==> src/rtl/id_ex_mem_pipe_pkg.sv <==
// id_ex_mem_pipe_pkg: widths, branch opcode/rt codes and d_ctrl field offsets for the D/E/M slice
package id_ex_mem_pipe_pkg;
  localparam int DATA_W = 32;
  localparam int REG_AW = 5;
  localparam int CTRL_W = 24;
  localparam logic [5:0] OP_REGIMM = 6'b000001;
  localparam logic [5:0] OP_BEQ = 6'b000100;
  localparam logic [5:0] OP_BNE = 6'b000101;
  localparam logic [5:0] OP_BLEZ = 6'b000110;
  localparam logic [5:0] OP_BGTZ = 6'b000111;
  localparam logic [4:0] RT_BLTZ = 5'b00000;
  localparam logic [4:0] RT_BGEZ = 5'b00001;
  localparam logic [4:0] RT_BLTZAL = 5'b10000;
  localparam logic [4:0] RT_BGEZAL = 5'b10001;
  localparam int C_ALUBSEL = 0;
  localparam int C_ERESULTSEL = 1;
  localparam int C_MDUEN = 3;
  localparam int C_DMWE = 4;
  localparam int C_DATAWBSEL = 5;
  localparam int C_REGWE = 6;
  localparam int C_ALUCTRL = 7;
  localparam int C_SLCTRL = 15;
  localparam int C_MDUCTRL = 18;
endpackage

==> src/rtl/id_ex_mem_pipe_branch_cmp.sv <==
// branch_cmp: combinational signed branch resolver (rd1/rd2/rt/opcode/isbr -> br); BRANCH_LINK_EN adds bltzal/bgezal
module branch_cmp
  import id_ex_mem_pipe_pkg::*;
#(
  parameter int DW = DATA_W
) (
  input  logic [DW-1:0] rd1_i,
  input  logic [DW-1:0] rd2_i,
  input  logic [4:0]    rt_i,
  input  logic [5:0]    opcode_i,
  input  logic          isbr_i,
  output logic          br_o
);
  logic eq, neg, zero, link, regimm, cond;
  assign eq = rd1_i == rd2_i;
  assign neg = rd1_i[DW-1];
  assign zero = rd1_i == '0;
`ifdef BRANCH_LINK_EN
  assign link = rt_i == RT_BLTZAL ? neg : rt_i == RT_BGEZAL ? !neg : 1'b0;
`else
  assign link = 1'b0;
`endif
  always_comb begin
    regimm = rt_i == RT_BLTZ ? neg : rt_i == RT_BGEZ ? !neg : link;
    cond = opcode_i == OP_BEQ ? eq :
           opcode_i == OP_BNE ? !eq :
           opcode_i == OP_BLEZ ? (neg | zero) :
           opcode_i == OP_BGTZ ? (!neg & !zero) :
           opcode_i == OP_REGIMM ? regimm : 1'b0;
  end
  assign br_o = isbr_i & cond;
endmodule

==> src/rtl/id_ex_mem_pipe.sv <==
// id_ex_mem_pipe: D-stage branch resolve plus D/E (clr bubbles) and E/M pipeline registers; BRANCH_LINK_EN passed to branch_cmp
module id_ex_mem_pipe
  import id_ex_mem_pipe_pkg::*;
#(
  parameter int DW = DATA_W,
  parameter int AW = REG_AW
) (
  input  logic              clk,
  input  logic              reset,
  input  logic              clr,
  input  logic [DW-1:0]     d_rd1,
  input  logic [DW-1:0]     d_rd2,
  input  logic [4:0]        d_rt,
  input  logic [5:0]        d_opcode,
  input  logic              d_isbr,
  output logic              d_br,
  input  logic [DW-1:0]     d_imm,
  input  logic [DW-1:0]     d_pc,
  input  logic [AW-1:0]     d_a3,
  input  logic [4:0]        d_shamt,
  input  logic [CTRL_W-1:0] d_ctrl,
  output logic [DW-1:0]     de_rd1,
  output logic [DW-1:0]     de_rd2,
  output logic [DW-1:0]     de_imm,
  output logic [DW-1:0]     de_pc,
  output logic [AW-1:0]     de_a3,
  output logic [4:0]        de_shamt,
  output logic [CTRL_W-1:0] de_ctrl,
  input  logic [DW-1:0]     e_result,
  input  logic [DW-1:0]     e_rd2,
  output logic [DW-1:0]     em_result,
  output logic [DW-1:0]     em_rd2,
  output logic [DW-1:0]     em_pc,
  output logic [AW-1:0]     em_a3,
  output logic              em_dmwe,
  output logic              em_datawbsel,
  output logic              em_regwe,
  output logic [2:0]        em_slctrl
);
  localparam int DEW = 4*DW + AW + 5 + CTRL_W;
  localparam int EMW = 3*DW + AW + 6;
  logic [DEW-1:0] de_d, de_q;
  logic [EMW-1:0] em_d, em_q;
  branch_cmp #(.DW(DW)) u_cmp (
    .rd1_i(d_rd1), .rd2_i(d_rd2), .rt_i(d_rt), .opcode_i(d_opcode), .isbr_i(d_isbr), .br_o(d_br)
  );
  assign de_d = clr ? '0 : {d_rd1, d_rd2, d_imm, d_pc, d_a3, d_shamt, d_ctrl};
  assign em_d = {e_result, e_rd2, de_pc, de_a3, de_ctrl[C_DMWE], de_ctrl[C_DATAWBSEL],
                 de_ctrl[C_REGWE], de_ctrl[C_SLCTRL +: 3]};
  always_ff @(posedge clk) begin
    if (reset) begin
      de_q <= '0;
      em_q <= '0;
    end else begin
      de_q <= de_d;
      em_q <= em_d;
    end
  end
  assign {de_rd1, de_rd2, de_imm, de_pc, de_a3, de_shamt, de_ctrl} = de_q;
  assign {em_result, em_rd2, em_pc, em_a3, em_dmwe, em_datawbsel, em_regwe, em_slctrl} = em_q;
endmodule

==> config.mk <==
export PLATFORM = sky130hd
export DESIGN_NAME = id_ex_mem_pipe
export DESIGN_NICKNAME = d
export VERILOG_FILES = /design/src/rtl/id_ex_mem_pipe_pkg.sv /design/src/rtl/id_ex_mem_pipe_branch_cmp.sv /design/src/rtl/id_ex_mem_pipe.sv
export SDC_FILE = /design/constraint.sdc
export NUM_CORES = 1
export LEC_CHECK = 0
export BUFFER_PORTS_ARGS = -buffer_cell sky130_fd_sc_hd__buf_4
export CORE_AREA = 2 2 199 201
export DETAILED_ROUTE_END_ITERATION = 10
export DIE_AREA = 0 0 201 203
export GPL_ROUTABILITY_DRIVEN = 0
export PLACE_DENSITY_LB_ADDON = 0.25
export SLEW_MARGIN = 20
export SYNTH_ARGS = -nofsm -noshare
export SYNTH_HDL_FRONTEND = slang
export SYNTH_SLANG_ARGS = --single-unit
==> constraint.sdc <==
create_clock -name clk -period 1.3 [get_ports clk]
set_input_delay 0 -clock clk [delete_from_list [all_inputs] [get_ports clk]]
set_output_delay 0 -clock clk [all_outputs]
set_load 0.02 [all_outputs]
==> impl_metrics.env, run 1 <==
export IMPL_skew_ps=15.9
export IMPL_fin_util=0.431
export IMPL_port_buffers=510
export IMPL_viasPerCell=3.74
export IMPL_end_kind="output port"
export IMPL_clk_pin_slew_ps=60
export IMPL_avgRoutedWirePerCell_um=15.0
export IMPL_critPathMaxFanout=3
export IMPL_dr_total_vias=7624
export IMPL_drc=0
export IMPL_drtPass1Iterations=4
export IMPL_startpoint_type="primary input"
export IMPL_cts_tree="done"
export IMPL_path_cells="buf_8 > nor4_4 > buf_4 > and4_4 > a2111o_1 > o211ai_1 > a211oi_2 > buf_4"
export IMPL_ctsHtreeMaxLevel=1
export IMPL_nets=1738
export IMPL_synth_top_area_cell="dfxtp_1"
export IMPL_ir_drop_uv=1220
export IMPL_worstHoldStart="clr"
export IMPL_tightest_slew_ps=493
export IMPL_drtIter0Drc=195
export IMPL_violations="negative setup slack"
export IMPL_final_common_cell="buf_4"
export IMPL_hold_viol=0
export IMPL_synth_nets=880
export IMPL_grt_usage=0.143
export IMPL_worst_slack_ps=-202
export IMPL_setup_viol=1
export IMPL_start_util=0.201
export IMPL_fill_cells=3573
export IMPL_synthesis_area_per_instance_um2=12.1
export IMPL_fp_dieW_um=201
export IMPL_layout_min_cycle_time_ps=1500
export IMPL_yosys_warnings=0
export IMPL_dpl_hpwl_um=21300
export IMPL_min_path_type="primary input to register"
export IMPL_numCtsBuffers=30
export IMPL_ys_types=27
export IMPL_cpLargestDelayFamily="compound AO/OA/AOI/OAI gates"
export IMPL_worst_path_buf_inv=3
export IMPL_critPathSlowestCell="a211oi_2"
export IMPL_p_leak_nw=7.77
export IMPL_grt_overflow=0
export IMPL_dieArea_mm2=0.0408
export IMPL_area_delta_synth_final_pct=114
export IMPL_syn_inst=639
export IMPL_cts_root_buf="clkbuf_16"
export IMPL_rows=72
export IMPL_fp_dieH_um=203
export IMPL_cp_required_ps=1300
export IMPL_dp_cells=1669
export IMPL_ys_seq_elements=269
export IMPL_max_cap_violations=0
export IMPL_antenna_found_initial=1
export IMPL_power_density_mw_per_mm2=1210
export IMPL_grt_first_pass_wirelength_um=45600
export IMPL_synth_top_cell_area_share=0.695
export IMPL_critPathLaunch="d_rd1[12]"
export IMPL_ys_top_cells_by_area="dfxtp_1, and2_1, nor2b_1"
export IMPL_crit_type="primary input to output port"
export IMPL_wl_um=30600
export IMPL_worstReg2RegStart="de_q[49]"
export IMPL_final_area_mm2=0.0166
export IMPL_grt_start_max_net_pins=108
export IMPL_slew_violations=0
export IMPL_final_antenna_net_count=0
export IMPL_seq_area_frac_synth=0.695
export IMPL_status="finished with violations"
export IMPL_slew_limit_headroom=0.672
export IMPL_rsz0062_at_grt="true"
export IMPL_worstPathArrival_ps=1500
export IMPL_final_cells=2039
export IMPL_fmaxAchievable_mhz=666
export IMPL_clk_latency_ps=560
export IMPL_holdWs_ps=42.9
export IMPL_drive_gt1_frac=0.395
export IMPL_syn_area_mm2=0.00774
export IMPL_tns_ps=-202
export IMPL_cpMostUsedCell="buf_4"
export IMPL_final_cell_mix="buf_4, dlygate4sd3_1, dfxtp_1"
export IMPL_cts_sinks=269
export IMPL_post_dp_cell_area_mm2=0.0124
export IMPL_clock_path_buffers=3
export IMPL_grt_pass1_vias=8130
export IMPL_core_area_mm2=0.0385
export IMPL_io_pins=511
export IMPL_fin_crit_sh=1.16
export IMPL_crit_path_max_incr_delay_ps=310
[final cells by class]
cell class | instances | area (µm²) | share of cell area
Clock inverter | 10 | 106 | 0.00641
Multi-Input combinational cell | 340 | 2310 | 0.139
Sequential cell | 269 | 5390 | 0.324
Antenna cell | 1 | 2.50 | 0.000151
Clock buffer | 45 | 868 | 0.0523
Timing Repair Buffer | 855 | 7280 | 0.438
Inverter | 1 | 3.75 | 0.000226
Tap cell | 518 | 648 | 0.0391
[tightest hold or removal path, cell delays in order]
cell    delay [ps]
buf_4          100
nor2_4          40
buf_12         160
and2_1         200
[cells in the mapped netlist]
library cell	n
xor2_1	1
dfxtp_1	269
nor3b_1	1
and3b_2	1
a211oi_2	1
a2111o_1	1
o211ai_1	1
a31oi_1	1
nor4b_1	1
a41o_1	1
clkbuf_1	27
a311oi_1	1
and2_1	162
nand4_1	8
or4_4	1
nor2_1	2
nand3b_1	1
inv_1	1
xnor2_1	32
nor4_1	11
buf_2	2
nor2b_1	107
and4_1	2
nand2b_1	1
nor2_4	1
a21oi_1	1
nand2_1	1
[logic make-up after synthesis]
group           after synthesis  share of synthesized area
flops                       269                      0.695
simple gates                300                      0.244
buf+inv                      30                     0.0149
xor+xnor                     33                     0.0373
compound gates                7                    0.00792
[registers in the layout (all words and copies together), names as in the netlist]
signal,count
de_q,162
em_q,107
[worst paths after layout]
check | end | slack, ps | cells after the start
worst max-delay path | d_br | -200 | 8
worst min-delay path | de_q[139] | 40 | 4
worst max register to register | em_q[26] | 700 | 1
worst min register to register | em_q[38] | 460 | 1
[timing repair]
| action | 4_1_cts | 5_1_grt |
|---|---|---|
| buffers inserted | 1 | 0 |
| hold buffers | 313 | 0 |
| setup endpoints to repair | 1 | 1 |
| pin swaps | 3 | 1 |
| hold endpoints to repair | 228 | 0 |
| gates resized for setup | 8 | 5 |
| cloned | 0 | 0 |
[metal layers]
layer  GRT usage  vias to the layer above  share of wire
li1            -                     3705              -
met1       0.143                     3513           0.36
met2       0.266                      348           0.51
met3      0.0544                       58          0.093
met4      0.0545                        0          0.034
met5           0                        -              0
[power breakdown]
group / total, mW / internal, mW / switching (mW) / leakage [nW]
logic: 2.99 / 1.77 / 1.22 / 5.08
registers: 8.70 / 8.59 / 0.113 / 2.21
clock network: 8.33 / 4.99 / 3.35 / 0.479
[per-stage QoR]
stage	setup WS [ps]	power, mW
floorplan	141	9.72
global placement	-324	11.1
detailed placement	-312	11.1
CTS	-261	20.3
global route	-290	20.9
finish	-202	20.0
Power figures use the tool's default switching activity.
==> run 2: changes to the inputs <==
--- a/config.mk
+++ b/config.mk
@@ -6,9 +6,10 @@
 export NUM_CORES = 1
 export LEC_CHECK = 0
 export BUFFER_PORTS_ARGS = -buffer_cell sky130_fd_sc_hd__buf_4
-export CORE_AREA = 2 2 199 201
+export CORE_AREA = 2 2 201 203
+export CTS_BUF_LIST = sky130_fd_sc_hd__clkbuf_8
 export DETAILED_ROUTE_END_ITERATION = 10
-export DIE_AREA = 0 0 201 203
+export DIE_AREA = 0 0 203 205
 export GPL_ROUTABILITY_DRIVEN = 0
 export PLACE_DENSITY_LB_ADDON = 0.25
 export SLEW_MARGIN = 20
==> run 2 against run 1 <==
  * The flow now stops in 4_1_cts
  * Synthesized cell count stayed put
  * Synthesized area is the same
==> impl_metrics.env, run 2 <==
export IMPL_ctsHtreeMaxLevel=2
export IMPL_cts_sinks=269
export IMPL_fp_dieW_um=203
export IMPL_postCtsSetupRepairBufs=0
export IMPL_clock_path_buffers=3
export IMPL_status="stopped before the end"
export IMPL_ys_top_cells_by_count="dfxtp_1, and2_1, nor2b_1, xnor2_1, clkbuf_1"
export IMPL_synthesis_area_per_instance_um2=12.1
export IMPL_start_util=0.197
export IMPL_ys_types=27
export IMPL_syn_inst=639
export IMPL_synth_nets=880
export IMPL_haltStage="4_1_cts"
export IMPL_synth_top_area_cell="dfxtp_1"
export IMPL_ys_seq_elements=269
export IMPL_fp_dieH_um=205
export IMPL_post_cts_resized=17
export IMPL_numCtsBuffers=47
export IMPL_seq_area_frac_synth=0.695
export IMPL_synth_main_ff_cell="dfxtp_1"
export IMPL_post_place_ws_ps=-400
export IMPL_yosysMostFrequentCell="dfxtp_1"
export IMPL_async_flop_share=0
export IMPL_synth_edf_count=0
export IMPL_yosys_warnings=0
export IMPL_port_buffers=510
export IMPL_cts_root_buf="clkbuf_8"
export IMPL_ys_top_cells_by_area="dfxtp_1, and2_1, nor2b_1"
export IMPL_io_pins=511
export IMPL_dpl_hpwl_um=22100
export IMPL_firstError="[ERROR RSZ-0060] Max buffer count reached."
export IMPL_holdBufCountCts=354
export IMPL_synth_top_cell_area_share=0.695
export IMPL_syn_area_mm2=0.00774
export IMPL_rows=73
-- run 2: cell counts after synthesis --
Identical to the previous run, type by type.
-- run 2: cells by family after synthesis --
logic type      share of synthesized area
simple gates                        0.244
xor+xnor                           0.0373
buf+inv                            0.0149
compound gates                    0.00792
flops                               0.695
-- run 2: metrics by stage --
step	area (µm²)	cells
after floorplan	7740	639
after global placement	12500	1685
after detailed placement	12500	1685
==> run 3: changes to the inputs <==
--- a/config.mk
+++ b/config.mk
@@ -6,12 +6,11 @@
 export NUM_CORES = 1
 export LEC_CHECK = 0
 export BUFFER_PORTS_ARGS = -buffer_cell sky130_fd_sc_hd__buf_4
-export CORE_AREA = 2 2 201 203
-export CTS_BUF_LIST = sky130_fd_sc_hd__clkbuf_8
+export CORE_AREA = 2 2 198 200
 export DETAILED_ROUTE_END_ITERATION = 10
-export DIE_AREA = 0 0 203 205
+export DIE_AREA = 0 0 200 202
 export GPL_ROUTABILITY_DRIVEN = 0
-export PLACE_DENSITY_LB_ADDON = 0.25
+export PLACE_DENSITY_LB_ADDON = 0.15
 export SLEW_MARGIN = 20
 export SYNTH_ARGS = -nofsm -noshare
 export SYNTH_HDL_FRONTEND = slang
==> run 3 against run 2 <==
  * The flow now finishes, with violations (negative setup slack)
==> impl_metrics.env, run 3 (synthesis gave the netlist of run 1 again) <==
export IMPL_grt_first_pass_wirelength_um=44600
export IMPL_post_dp_cell_area_mm2=0.0124
export IMPL_grt_pass1_vias=8056
export IMPL_post_place_ws_ps=-303
export IMPL_rows=72
export IMPL_holdWs_ps=33.9
export IMPL_slew_violations=0
export IMPL_port_buffers=510
export IMPL_dpl_hpwl_um=21500
export IMPL_fin_crit_sh=1.11
export IMPL_worstPathArrival_ps=1440
export IMPL_drive_gt1_frac=0.397
export IMPL_numCtsBuffers=31
export IMPL_reg_top3="de_q x162, em_q x107"
export IMPL_fp_dieW_um=200
export IMPL_final_antenna_net_count=0
export IMPL_final_cells=2066
export IMPL_viasPerCell=3.71
export IMPL_tns_ps=-143
export IMPL_fin_util=0.443
export IMPL_wl_um=30800
export IMPL_drc=0
export IMPL_finalPower_mw=20.1
export IMPL_cp_required_ps=1300
export IMPL_worst_slack_ps=-143
export IMPL_final_cell_mix="buf_4, dlygate4sd3_1, dfxtp_1"
export IMPL_crit_type="primary input to output port"
export IMPL_io_pins=511
export IMPL_tightest_slew_ps=538
export IMPL_path_cells="buf_4 > xnor2_2 > nand4_1 > nor4_2 > buf_4 > a311oi_2 > a211oi_2 > buf_4"
export IMPL_clk_latency_ps=560
export IMPL_dr_total_vias=7658
export IMPL_critPathMaxFanout=2
export IMPL_status="finished with violations"
export IMPL_crit_path_max_incr_delay_ps=260
export IMPL_slew_limit_headroom=0.641
export IMPL_hold_viol=0
export IMPL_avgRoutedWirePerCell_um=14.9
export IMPL_dp_cells=1674
export IMPL_setup_viol=1
export IMPL_ir_drop_uv=979
export IMPL_power_density_mw_per_mm2=1190
export IMPL_grt_start_max_net_pins=108
export IMPL_clock_path_buffers=3
export IMPL_worst_path_buf_inv=3
export IMPL_antenna_found_initial=0
export IMPL_final_common_cell="buf_4"
export IMPL_end_kind="output port"
export IMPL_cpLargestDelayFamily="buffers and inverters"
export IMPL_area_delta_synth_final_pct=119
export IMPL_start_util=0.202
export IMPL_cts_root_buf="clkbuf_16"
export IMPL_rsz0062_at_grt="true"
export IMPL_clk_pin_slew_ps=60
export IMPL_skew_ps=20.4
export IMPL_critPathSlowestCell="nor4_2"
export IMPL_max_cap_violations=0
export IMPL_min_path_type="primary input to register"
export IMPL_fp_dieH_um=202
export IMPL_layout_min_cycle_time_ps=1440
export IMPL_largest_reg_flops=162
export IMPL_drtIter0Drc=132
export IMPL_grt_usage=0.144
export IMPL_antenna_cells=0
export IMPL_dieArea_mm2=0.0404
export IMPL_drtPass1Iterations=4
export IMPL_final_area_mm2=0.0169
export IMPL_nets=1766
export IMPL_cpMostUsedCell="buf_4"
export IMPL_p_leak_nw=7.99
export IMPL_startpoint_type="primary input"
export IMPL_cts_sinks=269
export IMPL_violations="negative setup slack"
export IMPL_ctsHtreeMaxLevel=1
export IMPL_regMostFlops="de_q"
export IMPL_fmaxAchievable_mhz=693
export IMPL_cts_tree="done"
export IMPL_core_area_mm2=0.0383
export IMPL_grt_overflow=0
run 3: cell type report:
type,instances,area (µm²)
Tap cell,518,648
Timing Repair Buffer,882,7520
Clock inverter,10,82.6
Clock buffer,46,892
Multi-Input combinational cell,340,2410
Sequential cell,269,5390
Fill cell,3619,21300
Inverter,1,3.75
run 3: metal layers:
metal | up-vias | wire [µm] | global-route usage
met4 | 0 | 1240 | 0.0646
met5 | - | 0 | 0
met2 | 350 | 15300 | 0.265
met3 | 65 | 3460 | 0.0567
met1 | 3479 | 10800 | 0.142
li1 | 3764 | - | -
run 3: where the power goes:
part	internal [mW]	switching, mW	total (mW)
Sequential	8.59	0.107	8.70
Combinational	1.83	1.24	3.07
Clock	4.91	3.39	8.31
Total	15.3	4.74	20.1
run 3: repair_timing:
item,4_1_cts,5_1_grt
gates cloned,0,0
resized for setup,17,9
pin swaps,7,6
setup endpoints to repair,1,1
setup buffers,0,0
hold endpoints to repair,228,0
hold buffers,338,0
run 3: final timing paths:
check,from,end,slack (ps),depth (start not counted)
worst max-delay path,d_rd2[23],d_br,-140,8
worst min-delay path,clr,de_q[18],30,4
worst max register to register,de_q[50],em_q[27],670,1
worst min register to register,de_q[15],em_q[0],460,1
==> run 4: changes to the inputs <==
--- a/config.mk
+++ b/config.mk
@@ -6,6 +6,7 @@
 export NUM_CORES = 1
 export LEC_CHECK = 0
 export BUFFER_PORTS_ARGS = -buffer_cell sky130_fd_sc_hd__buf_4
+export CAP_MARGIN = 20
 export CORE_AREA = 2 2 198 200
 export DETAILED_ROUTE_END_ITERATION = 10
 export DIE_AREA = 0 0 200 202
==> constraint.sdc (replaced) <==
create_clock -name clk -period 1.4 [get_ports clk]
set_input_delay 0 -clock clk [delete_from_list [all_inputs] [get_ports clk]]
set_output_delay 0 -clock clk [all_outputs]
set_load 0.02 [all_outputs]
==> run 4 against run 3 <==
  * The run still ends with negative setup slack left
  * Power is 7.5% lower
  * Clock power is 7.6% lower
  * Cell area is 1.4% lower
  * Die area stayed put
  * Sequential power is 7.1% lower
  * Cell count is 1.4% lower
  * Global-route usage is 0.31 points higher
  * First-iteration DRC count is 17% lower
  * Flip-flop and latch count stayed put
  * Critical endpoint unchanged
  * Largest cell class unchanged
==> impl_metrics.env, run 4 (synthesis gave the netlist of run 1 again) <==
export IMPL_max_cap_violations=0
export IMPL_startpoint_type="primary input"
export IMPL_reg_top3="de_q x162, em_q x107"
export IMPL_p_leak_nw=7.82
export IMPL_start_util=0.202
export IMPL_dpl_hpwl_um=21500
export IMPL_grt_pass1_vias=8211
export IMPL_end_kind="output port"
export IMPL_fp_dieH_um=202
export IMPL_status="finished with violations"
export IMPL_drc=0
export IMPL_cts_tree="done"
export IMPL_min_path_cells=4
export IMPL_drtPass1Iterations=4
export IMPL_rr_worst_depth=1
export IMPL_finalPower_mw=18.6
export IMPL_ir_drop_uv=852
export IMPL_grt_start_max_net_pins=108
export IMPL_worst_slack_ps=-150
export IMPL_worstPathArrival_ps=1550
export IMPL_power_density_mw_per_mm2=1110
export IMPL_core_area_mm2=0.0383
export IMPL_drtIter0Drc=109
export IMPL_tns_ps=-150
export IMPL_setup_viol=1
export IMPL_rows=72
export IMPL_drive_gt1_frac=0.396
export IMPL_tightest_slew_ps=475
export IMPL_rsz0062_at_grt="true"
export IMPL_grt_first_pass_wirelength_um=45700
export IMPL_nets=1743
export IMPL_hold_viol=0
export IMPL_grt_usage=0.147
export IMPL_slew_violations=0
export IMPL_crit_type="primary input to output port"
export IMPL_fp_dieW_um=200
export IMPL_port_buffers=510
export IMPL_layout_min_cycle_time_ps=1550
export IMPL_wl_um=31400
export IMPL_ctsHtreeMaxLevel=1
export IMPL_clk_latency_ps=570
export IMPL_regMostFlops="de_q"
export IMPL_io_pins=511
export IMPL_critPathMaxFanout=3
export IMPL_numCtsBuffers=31
export IMPL_cts_root_buf="clkbuf_16"
export IMPL_cts_sinks=269
export IMPL_antenna_cells=0
export IMPL_dieArea_mm2=0.0404
export IMPL_final_common_cell="buf_4"
export IMPL_final_antenna_net_count=0
export IMPL_fmaxAchievable_mhz=645
export IMPL_antenna_found_initial=0
export IMPL_fin_util=0.436
export IMPL_post_place_ws_ps=-243
export IMPL_skew_ps=10.8
export IMPL_clock_path_buffers=3
export IMPL_violations="negative setup slack"
export IMPL_viasPerCell=3.71
export IMPL_clk_pin_slew_ps=60
export IMPL_min_path_type="primary input to register"
export IMPL_dr_total_vias=7550
export IMPL_area_delta_synth_final_pct=116
export IMPL_cp_required_ps=1400
export IMPL_grt_overflow=0
export IMPL_slew_limit_headroom=0.683
export IMPL_final_cell_mix="buf_4, dlygate4sd3_1, dfxtp_1"
export IMPL_fin_crit_sh=1.11
export IMPL_largest_reg_flops=162
export IMPL_avgRoutedWirePerCell_um=15.4
run 4: final timing paths:
check	start	end	slack [ps]
worst max-delay path	d_rd1[8]	d_br	-150
worst min-delay path	clr	de_q[2]	8
worst max register to register	de_q[50]	em_q[27]	780
worst min register to register	de_q[15]	em_q[0]	460
run 4: power by group:
part | switching, mW | total [mW] | internal (mW)
Sequential | 0.0988 | 8.08 | 7.98
Clock | 3.18 | 7.68 | 4.50
Combinational | 1.15 | 2.82 | 1.67
run 4: timing repair:
item | CTS | global route
pin swaps | 11 | 1
hold buffers | 324 | 0
endpoints found under the hold margin | 229 | 0
buffers inserted | 1 | 0
cloned | 0 | 1
resized for setup | 27 | 1
endpoints found under the setup margin | 1 | 13
run 4: worst max-delay path, cell delays in order:
cell	delay, ps
buf_8	110
xnor2_2	130
buf_4	130
nand4_1	120
nor4_2	340
buf_4	180
a311oi_2	100
a211oi_2	250
buf_4	200
run 4: area by class of cell:
cell class	count	area (µm²)
Multi-Input combinational cell	340	2380
Clock buffer	40	870
Timing Repair Buffer	859	7330
Clock inverter	10	87.6
Tap cell	518	648
Inverter	1	3.75
Sequential cell	269	5390
Fill cell	3617	21600
run 4: metal layers:
layer  vias up  wire, µm  track usage  part of all wire
li1       3708         -            -                 -
met1      3424     10700        0.142              0.34
met2       348     15700        0.271              0.50
met3        70      3720       0.0661              0.12
met4         0      1200       0.0579             0.038
met5         -         0            0                 0
run 4: metrics by stage:
step	area [µm²]	hold slack, ps	cells
final	16700	8.40	2037
after CTS	16700	2.36	2036
after detailed placement	12300	204	1664
after floorplan	7740	110	639
after global routing	16700	11.9	2037
after global placement	12300	201	1664
